==> config.mk <==
export PLATFORM = sky130hd
export DESIGN_NAME = staff_cell_scheduler
export DESIGN_NICKNAME = d
export VERILOG_FILES = /design/src/rtl/staff_pkg.sv /design/src/rtl/sixteenth_metronome.sv /design/src/rtl/staff_cell_scheduler.sv
export SDC_FILE = /design/constraint.sdc
export NUM_CORES = 1
export LEC_CHECK = 0
export ABC_AREA = 1
export CORE_MARGIN = 4
export CORE_UTILIZATION = 57
export DETAILED_ROUTE_END_ITERATION = 16
export PLACE_DENSITY = 0.81
export SLEW_MARGIN = 30
export SYNTH_ARGS = -nofsm -noshare
export SYNTH_HDL_FRONTEND = slang
export SYNTH_SLANG_ARGS = --single-unit
==> constraint.sdc <==
create_clock -name clk_in -period 4.5 [get_ports clk_in]
set_input_delay 0.9 -clock clk_in [delete_from_list [all_inputs] [get_ports clk_in]]
set_output_delay 0.9 -clock clk_in [all_outputs]
set_load 0.02 [all_outputs]
==> src/rtl/staff_pkg.sv <==
// staff_pkg: shared widths, the rest marker and the scheduler state type
// for the staff-cell scheduling slice.
package staff_pkg;

    localparam int NUM_VOICES = 5;
    localparam int CELL_W     = 6;
    localparam int VOICE_W    = 3;
    localparam int ENTRY_W    = 12;

    localparam logic [7:0]         REST_NOTE  = 8'hFF;
    localparam logic [ENTRY_W-1:0] REST_ENTRY = {4'h0, REST_NOTE};

    typedef enum logic [1:0] {
        IDLE,
        RUN,
        DRAIN
    } sched_state_t;

    // Lowest-numbered voice still waiting in the mask (0 when the mask is empty).
    function automatic logic [VOICE_W-1:0] first_voice(input logic [NUM_VOICES-1:0] mask);
        logic [VOICE_W-1:0] idx;
        idx = '0;
        for (int v = NUM_VOICES - 1; v >= 0; v--) begin
            if (mask[v]) idx = VOICE_W'(v);
        end
        return idx;
    endfunction

endpackage

==> src/rtl/sixteenth_metronome.sv <==
// sixteenth_metronome: phase accumulator that emits one tick per sixteenth
// note. Each enabled cycle adds 4*bpm; crossing TICKS_PER_MIN wraps and ticks.
module sixteenth_metronome #(
    parameter int unsigned TICKS_PER_MIN = 1_500_000_000
) (
    input  logic       clk_in,
    input  logic       rst_n_in,
    input  logic       enable,
    input  logic       clear,
    input  logic [7:0] bpm,
    output logic       tick
);

    localparam logic [32:0] LIMIT = 33'(TICKS_PER_MIN);

    logic [31:0] acc_q;
    logic [32:0] sum;

    // Candidate phase for this cycle; the tick is combinational so it lines
    // up with the edge that consumes it.
    // NOTE: every signal written here gets a value before any condition, so no latch is inferred.
    always_comb begin
        sum  = {1'b0, acc_q} + {23'd0, bpm, 2'b00};
        tick = enable && (sum >= LIMIT);
    end

    // Phase register: cleared on playback start, advanced only while enabled.
    // NOTE: sequential state uses <= so every flop samples pre-edge values.
    always_ff @(posedge clk_in or negedge rst_n_in) begin
        if (!rst_n_in) begin
            acc_q <= '0;
        end else if (clear) begin
            acc_q <= '0;
        end else if (enable) begin
            acc_q <= tick ? 32'(sum - LIMIT) : sum[31:0];
        end
    end

endmodule

==> src/rtl/staff_cell_scheduler.sv <==
// staff_cell_scheduler: walks the staff cells at the current tempo, snapshots
// the detected notes on every cell advance and flushes the non-rest voices of
// that snapshot to staff memory over a valid/ready write port.
module staff_cell_scheduler
    import staff_pkg::*;
#(
    parameter int unsigned TICKS_PER_MIN = 1_500_000_000,
    parameter int unsigned NUM_CELLS     = 48
) (
    input  logic        clk_in,
    input  logic        rst_n_in,
    input  logic        start_in,
    input  logic        stop_in,
    input  logic [7:0]  bpm_in,
    input  logic [59:0] detected_note_in,
    output logic [5:0]  current_staff_cell_out,
    output logic        cell_tick_out,
    output logic        wr_valid_out,
    input  logic        wr_ready_in,
    output logic [8:0]  wr_addr_out,
    output logic [11:0] wr_data_out,
    output logic        busy_out,
    output logic        overrun_out
);

    localparam logic [CELL_W-1:0] LAST_CELL = CELL_W'(NUM_CELLS - 1);

    sched_state_t          state_q, state_d;
    logic                  tick, run_en, start_run, flush_pending;
    logic [NUM_VOICES-1:0] pend_q, new_mask;
    logic [ENTRY_W-1:0]    snap_q [NUM_VOICES];
    logic [CELL_W-1:0]     snap_cell_q;
    logic [VOICE_W-1:0]    next_voice;

    assign run_en        = (state_q == RUN);
    assign busy_out      = (state_q != IDLE);
    assign cell_tick_out = tick;

    sixteenth_metronome #(
        .TICKS_PER_MIN(TICKS_PER_MIN)
    ) u_metronome (
        .clk_in  (clk_in),
        .rst_n_in(rst_n_in),
        .enable  (run_en),
        .clear   (start_run),
        .bpm     (bpm_in),
        .tick    (tick)
    );

    // Next-state decode; leaving DRAIN waits for the last write to be accepted.
    always_comb begin
        state_d   = state_q;
        start_run = 1'b0;
        case (state_q)
            IDLE: begin
                if (start_in) begin
                    state_d   = RUN;
                    start_run = 1'b1;
                end
            end
            RUN: begin
                if (stop_in) state_d = DRAIN;
            end
            DRAIN: begin
                if (pend_q == '0 && (!wr_valid_out || wr_ready_in)) state_d = IDLE;
            end
            default: state_d = IDLE;
        endcase
    end

    // Flush qualifiers: which voices of the incoming notes are real, and
    // whether the current snapshot still has unwritten work.
    always_comb begin
        new_mask = '0;
        for (int v = 0; v < NUM_VOICES; v++) begin
            new_mask[v] = (detected_note_in[v*ENTRY_W +: 8] != REST_NOTE);
        end
        flush_pending = (pend_q != '0) || (wr_valid_out && !wr_ready_in);
        next_voice    = first_voice(pend_q);
    end

    // State register.
    always_ff @(posedge clk_in or negedge rst_n_in) begin
        if (!rst_n_in) state_q <= IDLE;
        else           state_q <= state_d;
    end

    // Cell position: restarts at 0 on playback start, wraps at the page end.
    always_ff @(posedge clk_in or negedge rst_n_in) begin
        if (!rst_n_in) begin
            current_staff_cell_out <= '0;
        end else if (start_run) begin
            current_staff_cell_out <= '0;
        end else if (tick) begin
            current_staff_cell_out <= (current_staff_cell_out == LAST_CELL) ?
                                      '0 : current_staff_cell_out + 1'b1;
        end
    end

    // Snapshot of the voices for the cell being left, tagged with that cell.
    // NOTE: the snapshot is a few flops, so it takes the reset like any register; a RAM would not.
    always_ff @(posedge clk_in or negedge rst_n_in) begin
        if (!rst_n_in) begin
            for (int v = 0; v < NUM_VOICES; v++) snap_q[v] <= REST_ENTRY;
            snap_cell_q <= '0;
        end else if (tick) begin
            for (int v = 0; v < NUM_VOICES; v++) snap_q[v] <= detected_note_in[v*ENTRY_W +: ENTRY_W];
            snap_cell_q <= current_staff_cell_out;
        end
    end

    // Write port: a tick abandons any unfinished flush and arms the new
    // snapshot; otherwise present one pending voice at a time and hold it
    // until accepted.
    always_ff @(posedge clk_in or negedge rst_n_in) begin
        if (!rst_n_in) begin
            pend_q       <= '0;
            wr_valid_out <= 1'b0;
            wr_addr_out  <= '0;
            wr_data_out  <= REST_ENTRY;
        end else if (tick) begin
            pend_q       <= new_mask;
            wr_valid_out <= 1'b0;
        end else if (wr_valid_out && wr_ready_in) begin
            wr_valid_out <= 1'b0;
        end else if (!wr_valid_out && pend_q != '0) begin
            wr_valid_out       <= 1'b1;
            wr_addr_out        <= {snap_cell_q, next_voice};
            wr_data_out        <= snap_q[next_voice];
            pend_q[next_voice] <= 1'b0;
        end
    end

    // Sticky overrun flag, cleared only when playback starts again.
    always_ff @(posedge clk_in or negedge rst_n_in) begin
        if (!rst_n_in) begin
            overrun_out <= 1'b0;
        end else if (start_run) begin
            overrun_out <= 1'b0;
        end else if (tick && flush_pending) begin
            overrun_out <= 1'b1;
        end
    end

endmodule

==> run_results.csv, run 1 <==
group,metric,value,unit
run_status,outcome,"finished clean",
sta,fmax,0.2265,GHz
synthesis,ys_types,39,
synthesis,netlist_instances,1269,
worst_setup_path,rr_startpoint,"u_metronome.acc_q[12]",
final_layout,final_util,76.90,%
drt,dr.pass1.iters,5,
sta,fin_crit,4.415,ns
worst_setup_path,worstSetupEndpointType,"output pin",
drt,via_per_inst,5.519,
sta,max_slew_margin,45.94,%
drt,drc,0,
floorplan,chipWidth,129.2,um
global_route,globalRouteMet1Util,45.10,%
sta,worst_pin_slew,0.8109,ns
global_route,grt.total_usage,31.75,%
worst_setup_path,cpPeakStageDelay,0.42,ns
clock_network,cts_max_path_buffers,2,
worst_setup_path,crit_required,3.60,ns
clock_network,clock-root-buffer,"clkbuf_16",
sta,report.final.slew_viol_count,0,
floorplan,io_pins,104,
place,hpwl,19.02,mm
synthesis,ys_seq_elements,132,
drt,ant_nets,0,
worst_setup_path,crit_chain,"clkdlybuf4s50_1, ha_2, fa_2, buf_4, nand3_1, nand2_1, nand3_1, nand3_2, nand2_4, nand3_2, nor2_1, nand2_1, nor2_2, nand3_2, nand2_2, inv_2, nand2_4, nand2_2, inv_2, buf_6",
global_route,grt_max_degree,83,
place,port_buffers,103,
clock_network,cts_buffers,17,
synthesis,syn_area,8372,um^2
floorplan,die_y,129.2,um
worst_setup_path,cpMaxStageDelayCell,"clkdlybuf4s50_1",
synthesis,synth_top_area_share,25.11,%
global_route,grt-busiest-layer,"met2",
drt,drtIter0Drc,841,
sta,fin_skew,0.008290,ns
final_layout,final_cell_area,11130,um^2
global_route,met2_usage,49.33,%
drt,routed_wl,26.39,mm
final_layout,syn2layout_area_growth,33.00,%
synthesis,synth_nets,1353,
clock_network,insertion_delay,0.43,ns
place,postPlaceCellArea,10140,um^2
worst_setup_path,crit_type,"input pin to output pin",
floorplan,start_util,57.82,%
final_layout,diodes,0,
global_route,use_met3,5.771,%
global_route,gr-total-overflow,0,
synthesis,yosysTopAreaCell,"dfrtp_1",
clock_network,clk_pin_slew_worst_paths,0.06,ns
clock_network,cts_hold_buf,0,
place,place_congestion,1.041,
final_layout,nets,1532,
worst_hold_path,hp-class,"register to register",
synthesis,synth_flop_cell,"dfrtp_1",
global_route,antenna_found_initial,0,
floorplan,core_area,14480,um^2
worst_setup_path,cp-start-kind,"input pin",
flow_run,maxCapViolations,0,
synthesis,yosys-top-cells-area,"dfrtp_1 (25%), nand2_1 (23%), dfstp_2 (15%)",
global_route,grt_pass1_wl,41.94,mm
worst_setup_path,worstSetupStartpoint,"bpm_in[0]",
synthesis,async_reset_ff_share,100.0,%
pwr,power_leakage,5.574,nW
clock_network,cts_sinks,132,
worst_setup_path,cp.arrival,3.52,ns
drt,wl_per_cell,16.04,um
final_layout,drive_gt1_share,19.64,%
worst_hold_path,hold_start,"wr_data_out[4]",
sta,min_period_over_period,98.11,%
synthesis,synth-seq-area-share,40.17,%
synthesis,avgSynthCellArea,6.597,um^2
synthesis,yosysMostFrequentCell,"nand2_1",
synthesis,synth_edf_count,0,
pwr,power.density,392.7,nW/um^2
pwr,vdd_drop_max,0.0003844,V
sta,hold_viol_final,0,
sta,finalSetupViolCount,0,
floorplan,dieArea,16690,um^2
drt,vias,9079,
global_route,grt_pass1_vias,8618,
clock_network,cts_tree,"done",
worst_setup_path,path_max_fanout,4,
synthesis,synth_commonest_cells,"nand2_1 (516), inv_1 (144), nand3_1 (137), nor2_1 (113), dfrtp_1 (84)",
synthesis,yosysWarningCount,0,
pwr,power.total,0.004372,W
worst_setup_path,cp_common_cell,"nand3_2",
clock_network,htreeDepth,4,
floorplan,rows,44,
==> worst paths after layout <==
check / end / slack (ns) / cells after the start
worst max-delay path: cell_tick_out / 0.08 / 20
worst min-delay path: wr_data_out[4] / 0.46 / 2
worst max register to register: pend_q[2] / 0.76 / 18
worst min register to register: wr_data_out[4] / 0.46 / 2
max in group asynchronous: snap_q[18] / 3.08 / 2
min in group asynchronous: snap_q[11] / 0.55 / 1
==> worst max-delay path, delay by kind of cell <==
family / cells / cell delay (ns)
fa+ha+maj: 2 / 0.54
buf+inv: 5 / 0.85
simple gates: 13 / 1.24
==> layer usage <==
| layer | vias up | share of wire (%) | wire [um] |
|---|---|---|---|
| li1 | 4377 | - | - |
| met1 | 4259 | 44 | 11710 |
| met2 | 384 | 46 | 12040 |
| met3 | 59 | 7.7 | 2020 |
| met4 | 0 | 2.4 | 622 |
| met5 | - | 0 | 0 |
==> cell families (layout without fill, tap and decap cells) <==
kind of cell	count (synthesis)	count (layout)	synth area share, %
compound gates	108	108	7.189
xor+xnor	5	5	0.5231
fa+ha+maj	11	11	1.734
buf+inv	189	381	9.371
flops	132	132	40.17
simple gates	824	824	41.01
==> through the flow <==
stage	setup TNS (ns)	worst slack, ns	cells	hold WS [ns]
after floorplan	0	0.3789	1269	0.4436
after global placement	-3.441	-0.4480	1609	0.4528
after detailed placement	-9.453	-0.5539	1609	0.4555
after CTS	0	0.005496	1642	0.4654
after global routing	-0.04404	-0.04404	1645	0.4885
final	0	0.08497	1645	0.4628
==> layout make-up <==
type	instances	area, um^2
multi-input cells	948	4609
clock buffers	18	439.2
fillers	1165	3344
clock inverters	14	142.6
inverters	149	559.3
flip-flops and latches	132	3363
well taps	184	230.2
repair buffers	200	1790
==> power by group <==
group | internal (W) | switching, W
Clock | 0.000791 | 0.000590
Combinational | 0.000650 | 0.000894
Sequential | 0.00134 | 0.000109
Total | 0.00278 | 0.00159
==> layout by cell type (no fill, tap or decap), types with 4 or more instances in the layout <==
master | Yosys | routed
a21oi_1 | 12 | 8
buf_4 | 0 | 96
clkbuf_16 | 0 | 17
clkdlybuf4s50_1 | 0 | 98
dfrtp_1 | 84 | 84
dfstp_2 | 48 | 48
ha_4 | 0 | 6
inv_1 | 144 | 141
inv_2 | 4 | 7
inv_6 | 0 | 5
nand2_1 | 516 | 482
nand2_2 | 4 | 34
nand2_4 | 2 | 6
nand3_1 | 137 | 125
nand3_2 | 2 | 12
nand3b_1 | 5 | 5
nand4_1 | 21 | 21
nor2_1 | 113 | 89
nor2_2 | 5 | 23
nor2_4 | 1 | 7
nor3_1 | 8 | 7
nor4_1 | 4 | 4
o21ai_0 | 62 | 62
o21ai_1 | 17 | 17
o311ai_0 | 11 | 11
xor2_1 | 5 | 4
==> what timing repair did <==
item,in CTS,in global routing
setup endpoints to repair,1,39
buffers inserted,1,3
resized for setup,16,89
pin swaps,3,23
==> registers in the layout, indices dropped and copies added, names as in the netlist, 2 cells and up <==
signal                  count
u_metronome.acc_q          30
pend_q                      5
snap_q                     60
current_staff_cell_out      6
wr_data_out                12
state_q                     2
snap_cell_q                 6
wr_addr_out                 9
Note: power is estimated with default switching activity, not from simulation.
==> run 2: changes to the inputs <==
--- a/config.mk
+++ b/config.mk
@@ -9,8 +9,10 @@
 export CORE_MARGIN = 4
 export CORE_UTILIZATION = 57
 export DETAILED_ROUTE_END_ITERATION = 16
-export PLACE_DENSITY = 0.81
+export PLACE_DENSITY = 0.8
+export REMOVE_ABC_BUFFERS = 1
 export SLEW_MARGIN = 30
 export SYNTH_ARGS = -nofsm -noshare
 export SYNTH_HDL_FRONTEND = slang
+export SYNTH_HIERARCHICAL = 1
 export SYNTH_SLANG_ARGS = --single-unit
==> run 2 against run 1 <==
The flow now finishes with violations (negative setup slack); critical path depth is 1 higher; synthesized cell count is 1.3% higher; register-to-register slack worse by 0.23 ns; via count is 5.9% higher; utilization is 2.2 points higher; sequential power is 17% higher; non-clock buffer count is 33 higher; die area is 2.3% higher; area after synthesis is 2.5% higher; critical path type unchanged.
==> run_results.csv, run 2 <==
group,metric,value,unit
worst_setup_path,cp.arrival,3.60,ns
final_layout,syn2layout_area_growth,35.02,%
drt,wl_per_cell,17.20,um
synthesis,synth_edf_count,0,
worst_setup_path,crit_type,"input pin to output pin",
sta,max_slew_margin,46.68,%
place,preCtsSetupSlack,-0.6289,ns
drt,ant_nets,0,
synthesis,yosysMostFrequentCell,"nand2_1",
drt,routed_wl,29.20,mm
global_route,grt_pass1_wl,43.93,mm
final_layout,diodes,0,
clock_network,cts_tree,"done",
drt,dr.pass1.iters,6,
synthesis,synth_top_area_share,24.50,%
sta,fin_hold_ws,0.4588,ns
sta,min_period_over_period,100.0,%
place,dp_cells,1653,
global_route,gr-total-overflow,0,
drt,vias,9614,
drt,via_per_inst,5.662,
worst_setup_path,worstSetupEndpointType,"output pin",
final_layout,top_regs,"snap_q x60, u_metronome/acc_q x30, wr_data_out x12",
run_status,violations,"negative setup slack",
worst_setup_path,rr_startpoint,"u_metronome/acc_q[2]",
final_layout,final_cell_mix,"nand2_1 (461), inv_1 (146), buf_4 (129), nand3_1 (121), clkdlybuf4s50_1 (98)",
clock_network,clock-root-buffer,"clkbuf_16",
clock_network,cts_sinks,132,
pwr,power.density,432.1,nW/um^2
synthesis,ys_types,45,
floorplan,chipWidth,130.7,um
floorplan,start_util,58.58,%
sta,worst_pin_slew,0.7998,ns
clock_network,insertion_delay,0.43,ns
clock_network,htreeDepth,4,
global_route,grt_pass1_vias,8772,
floorplan,core_area,14640,um^2
synthesis,yosys-top-cells-area,"dfrtp_1 (25%), nand2_1 (21%), dfstp_2 (15%)",
clock_network,clk_pin_slew_worst_paths,0.06,ns
final_layout,drive_gt1_share,21.47,%
final_layout,largest_reg_flops,60,
sta,fmax,0.2222,GHz
global_route,antenna_found_initial,1,
flow_run,maxCapViolations,0,
synthesis,synth_commonest_cells,"nand2_1 (483), inv_1 (153), nand3_1 (132), nor2_1 (98), dfrtp_1 (84)",
worst_setup_path,worstSetupStartpoint,"bpm_in[1]",
drt,drc,0,
final_layout,fin_cells,1698,
final_layout,nets,1585,
floorplan,io_pins,104,
sta,hold_viol_final,0,
sta,fin_crit,4.501,ns
worst_setup_path,cp-start-kind,"input pin",
worst_setup_path,crit_required,3.60,ns
synthesis,ys_seq_elements,132,
clock_network,cts_buffers,17,
sta,fin_skew,0.007449,ns
worst_hold_path,hp-class,"register to register",
floorplan,die_y,130.7,um
floorplan,rows,44,
sta,report.final.slew_viol_count,0,
global_route,grt_max_degree,110,
floorplan,dieArea,17080,um^2
clock_network,cts_max_path_buffers,2,
final_layout,largest-register,"snap_q",
synthesis,yosysTopAreaCell,"dfrtp_1",
synthesis,async_reset_ff_share,100.0,%
worst_hold_path,hold_start,"snap_q[54]",
global_route,grt.total_usage,33.17,%
clock_network,cts_hold_buf,0,
pwr,vdd_drop_max,0.0003038,V
sta,finalSetupViolCount,1,
sta,setup_slack,-0.001239,ns
place,hpwl,20.29,mm
sta,finalSetupTns,-0.001239,ns
final_layout,layout_commonest_cell,"nand2_1",
run_status,outcome,"finished with violations",
drt,drtIter0Drc,874,
pwr,power_leakage,5.761,nW
pwr,power.total,0.005004,W
place,place_congestion,0.9423,
synthesis,syn_area,8578,um^2
synthesis,avgSynthCellArea,6.670,um^2
place,port_buffers,103,
synthesis,netlist_instances,1286,
synthesis,yosysWarningCount,6,
worst_setup_path,path_max_fanout,2,
synthesis,synth_flop_cell,"dfrtp_1",
synthesis,synth-seq-area-share,39.21,%
run 2: cell types whose count changed in the layout (fill, tap and decap cells not counted), sizes merged, moves of 10 or more:
cell	change
a21oi	+15
buf	+33
inv	+17
nand2	-23
nor2	-10
o211ai	+15
o311ai	-11
run 2: cell families after synthesis:
logic type               Yosys count  share of synthesized area (%)
adder cells (fa/ha/maj)           11                          1.692
XOR/XNOR                          10                          1.021
multiplexers                       1                         0.1167
AND/OR/NAND/NOR                  787                          39.08
AO/OA/AOI/OAI                    143                          9.233
flip-flops                       132                          39.21
buffers and inverters            202                          9.656
run 2: final timing paths:
path	endpoint	slack, ns	cells past startpoint
max	cell_tick_out	-0.001	21
min	snap_q[54]	0.46	2
max reg2reg	pend_q[2]	0.53	25
min reg2reg	snap_q[54]	0.46	2
max in group asynchronous	snap_q[6]	2.93	2
min in group asynchronous	snap_q[59]	0.55	1
run 2: worst max-delay path, stage by stage:
cell and delay, ns:
clkdlybuf4s50_1 0.49, inv_1 0.07, fa_2 0.35, inv_2 0.07
buf_4 0.13, nand2_2 0.07, nand4_1 0.15, nand2_2 0.09
inv_2 0.08, ha_4 0.13, nand3_1 0.10, nor2_2 0.17
nand3_2 0.12, nor2_2 0.14, nand3_1 0.08, nand2_1 0.08
inv_2 0.04, nand2_4 0.07, nand2_4 0.07, clkinv_4 0.08
buf_6 0.11
run 2: final cells by class:
class	instances	area (um^2)
Sequential cell	132	3363
Multi-Input combinational cell	952	4743
Clock buffer	18	429.2
Tap cell	184	230.2
Clock inverter	14	162.7
Inverter	165	624.3
Fill cell	1052	3062
Timing Repair Buffer	233	2029
run 2: per-stage QoR:
step	utilization [%]	cell area, um^2
global placement	71.84	10520
detailed placement	71.84	10520
finish	79.09	11580
CTS	76.50	11200
global route	79.09	11580
floorplan	-	8369
run 2: report_power, final:
| part | internal (W) | switching, W | leakage, nW | total (W) |
|---|---|---|---|---|
| registers | 0.00154 | 0.000148 | 1.58 | 0.00169 |
| logic | 0.000742 | 0.00115 | 3.88 | 0.00189 |
| clock network | 0.000835 | 0.000596 | 0.296 | 0.00143 |
run 2: per-layer routing:
| layer | track usage (%) | vias up | wire (um) |
|---|---|---|---|
| met4 | 10.41 | 2 | 1000 |
| li1 | - | 4519 | - |
| met1 | 45.15 | 4472 | 11900 |
| met3 | 7.886 | 101 | 2781 |
| met2 | 52.78 | 520 | 13500 |
| met5 | 0 | - | 18 |
run 2: what timing repair did:
action,in CTS,in global routing
setup endpoints to repair,2,5
buffers inserted,3,10
pin swaps,7,26
resized for setup,25,71
==> run 3: changes to the inputs <==
--- a/config.mk
+++ b/config.mk
@@ -7,9 +7,9 @@
 export LEC_CHECK = 0
 export ABC_AREA = 1
 export CORE_MARGIN = 4
-export CORE_UTILIZATION = 57
+export CORE_UTILIZATION = 51
 export DETAILED_ROUTE_END_ITERATION = 16
-export PLACE_DENSITY = 0.8
+export PLACE_DENSITY = 0.77
 export REMOVE_ABC_BUFFERS = 1
 export SLEW_MARGIN = 30
 export SYNTH_ARGS = -nofsm -noshare
==> constraint.sdc (replaced) <==
create_clock -name clk_in -period 4 [get_ports clk_in]
set_input_delay 0.8 -clock clk_in [delete_from_list [all_inputs] [get_ports clk_in]]
set_output_delay 0.8 -clock clk_in [all_outputs]
set_load 0.02 [all_outputs]
==> run 3 against run 2 <==
The flow now finishes without violations; clock skew up 0.0036 ns; non-clock buffer count up 22; largest power group unchanged; worst hold slack worse by 0.12 ns; worst setup slack better by 0.0033 ns; critical path depth unchanged; sequential cell count unchanged; design area up 3.5%; utilization down 6.6 points; register-to-register slack worse by 0.28 ns; critical endpoint unchanged; routed wire length up 3.0%; sequential power up 12%.
==> run_results.csv, run 3 (synthesized netlist as in run 2, its figures left out) <==
group,metric,value,unit
final_layout,layout_commonest_cell,"nand2_1",
clock_network,clk_pin_slew_worst_paths,0.06,ns
sta,fin_skew,0.01107,ns
worst_setup_path,cp-start-kind,"input pin",
sta,max_slew_margin,43.52,%
place,place_congestion,0.9948,
drt,ant_nets,0,
worst_setup_path,crit_chain,"dlygate4sd2_1, ha_4, nand2_2, nor2_1, nand3_4, nand2_8, buf_6, nand2_1, nand2_1, nand2_2, inv_2, nand2_2, inv_2, nor2_2, a21oi_2, nand2_1, inv_2, nand2_4, nand2_4, clkinv_4, buf_6",
run_status,outcome,"finished clean",
final_layout,top_regs,"snap_q x60, u_metronome/acc_q x30, wr_data_out x12",
place,hpwl,21.02,mm
sta,fmax,0.2501,GHz
global_route,gr-total-overflow,0,
worst_setup_path,worstSetupStartpoint,"bpm_in[5]",
clock_network,insertion_delay,0.43,ns
final_layout,nets,1607,
sta,hold_viol_final,0,
clock_network,clock-root-buffer,"clkbuf_16",
floorplan,start_util,51.91,%
floorplan,die_y,137.7,um
worst_setup_path,cp.arrival,3.20,ns
drt,drc,0,
pwr,power.density,488.5,nW/um^2
sta,report.final.slew_viol_count,0,
final_layout,largest-register,"snap_q",
pwr,power_leakage,5.880,nW
worst_setup_path,path_max_fanout,8,
final_layout,syn2layout_area_growth,39.73,%
worst_setup_path,cpMaxStageDelayCell,"ha_4",
drt,via_per_inst,5.463,
worst_setup_path,crit_required,3.20,ns
global_route,antenna_found_initial,0,
clock_network,cts_max_path_buffers,2,
sta,min_period_over_period,99.95,%
worst_hold_path,hp-class,"input pin to asynchronous set/reset pin",
worst_setup_path,cpPeakStageDelay,0.31,ns
drt,vias,9593,
sta,fin_crit,3.998,ns
clock_network,cts_tree,"done",
clock_network,cts_buffers,17,
floorplan,dieArea,18960,um^2
worst_setup_path,worstSetupEndpointType,"output pin",
drt,dr.pass1.iters,6,
final_layout,largest_reg_flops,60,
clock_network,htreeDepth,4,
drt,drtIter0Drc,848,
clock_network,cts_sinks,132,
final_layout,diodes,0,
global_route,grt_pass1_vias,9072,
place,port_buffers,103,
pwr,power.total,0.005855,W
floorplan,core_area,16520,um^2
flow_run,maxCapViolations,0,
worst_setup_path,crit_type,"input pin to output pin",
floorplan,rows,47,
worst_setup_path,reg2regPathDepth,27,
final_layout,drive_gt1_share,25.59,%
worst_setup_path,regToRegSetupSlack,0.25,ns
pwr,vdd_drop_max,0.0003537,V
sta,finalSetupViolCount,0,
final_layout,final_cell_area,11990,um^2
global_route,grt_max_degree,72,
drt,routed_wl,30.07,mm
sta,worst_pin_slew,0.8440,ns
drt,wl_per_cell,17.12,um
floorplan,io_pins,104,
final_layout,final_cell_mix,"nand2_1 (437), buf_4 (148), inv_1 (136), nand3_1 (117), clkdlybuf4s50_1 (93)",
worst_setup_path,rr_startpoint,"u_metronome/acc_q[2]",
place,postPlaceCellArea,10600,um^2
worst_setup_path,r2r_end,"current_staff_cell_out[1]",
global_route,grt_pass1_wl,45.82,mm
global_route,grt.total_usage,31.14,%
floorplan,chipWidth,137.7,um
-- run 3: worst max-delay path by stage --
| stage | to | cells after the start | slack (ns) |
|---|---|---|---|
| detailed placement | cell_tick_out | 22 | -0.94 |
| global placement | cell_tick_out | 22 | -0.94 |
| CTS | cell_tick_out | 22 | 0.03 |
| floorplan | wr_data_out[11] | 26 | -1.32 |
| global route | cell_tick_out | 21 | -0.14 |
| finish | cell_tick_out | 21 | 0.002 |
-- run 3: area by class of cell --
cell class	instances	area, um^2
inverters	165	626.9
clock inverters	14	188.9
repair buffers	255	2191
flip-flops and latches	132	3363
multi-input cells	952	4912
well taps	220	275.3
fillers	1317	4538
clock buffers	18	429.2
-- run 3: metal layers --
metal | GRT usage [%] | share of wire [%] | routed length (um) | up-vias
met2 | 51.30 | 47 | 14010 | 470
li1 | - | - | - | 4568
met5 | 0 | 0 | 0 | -
met1 | 40.14 | 41 | 12380 | 4455
met4 | 13.56 | 4.0 | 1191 | 0
met3 | 5.661 | 8.3 | 2483 | 100
-- run 3: per-stage QoR --
stage	hold slack, ns	cells	utilization [%]	setup slack, ns	TNS, ns
after floorplan	0.4422	1249	-	-1.325	-71.47
after detailed placement	0.4534	1691	64.13	-0.9426	-58.32
final	0.3426	1756	72.54	0.002100	0
after CTS	0.3570	1748	71.27	0.02853	0
after global placement	0.4525	1691	64.13	-0.9367	-56.25
after global routing	0.3712	1756	72.54	-0.1403	-0.7065
-- run 3: report_power, final --
| part | internal, W | switching, W |
|---|---|---|
| clock network | 0.00100 | 0.000652 |
| registers | 0.00173 | 0.000169 |
| logic | 0.000939 | 0.00137 |
| total | 0.00367 | 0.00219 |
-- run 3: critical path: cells and delay by family --
kind                     cells  cell delay [ns]
adder cells (fa/ha/maj)      1             0.31
AO/OA/AOI/OAI                1             0.10
AND/OR/NAND/NOR             12             1.19
buffers and inverters        7             0.78
-- run 3: timing repair --
item	in CTS	in global routing
setup endpoints to repair	70	55
hold buffers	0	0
gates resized for setup	108	57
setup buffers	25	8
pin swaps	40	39
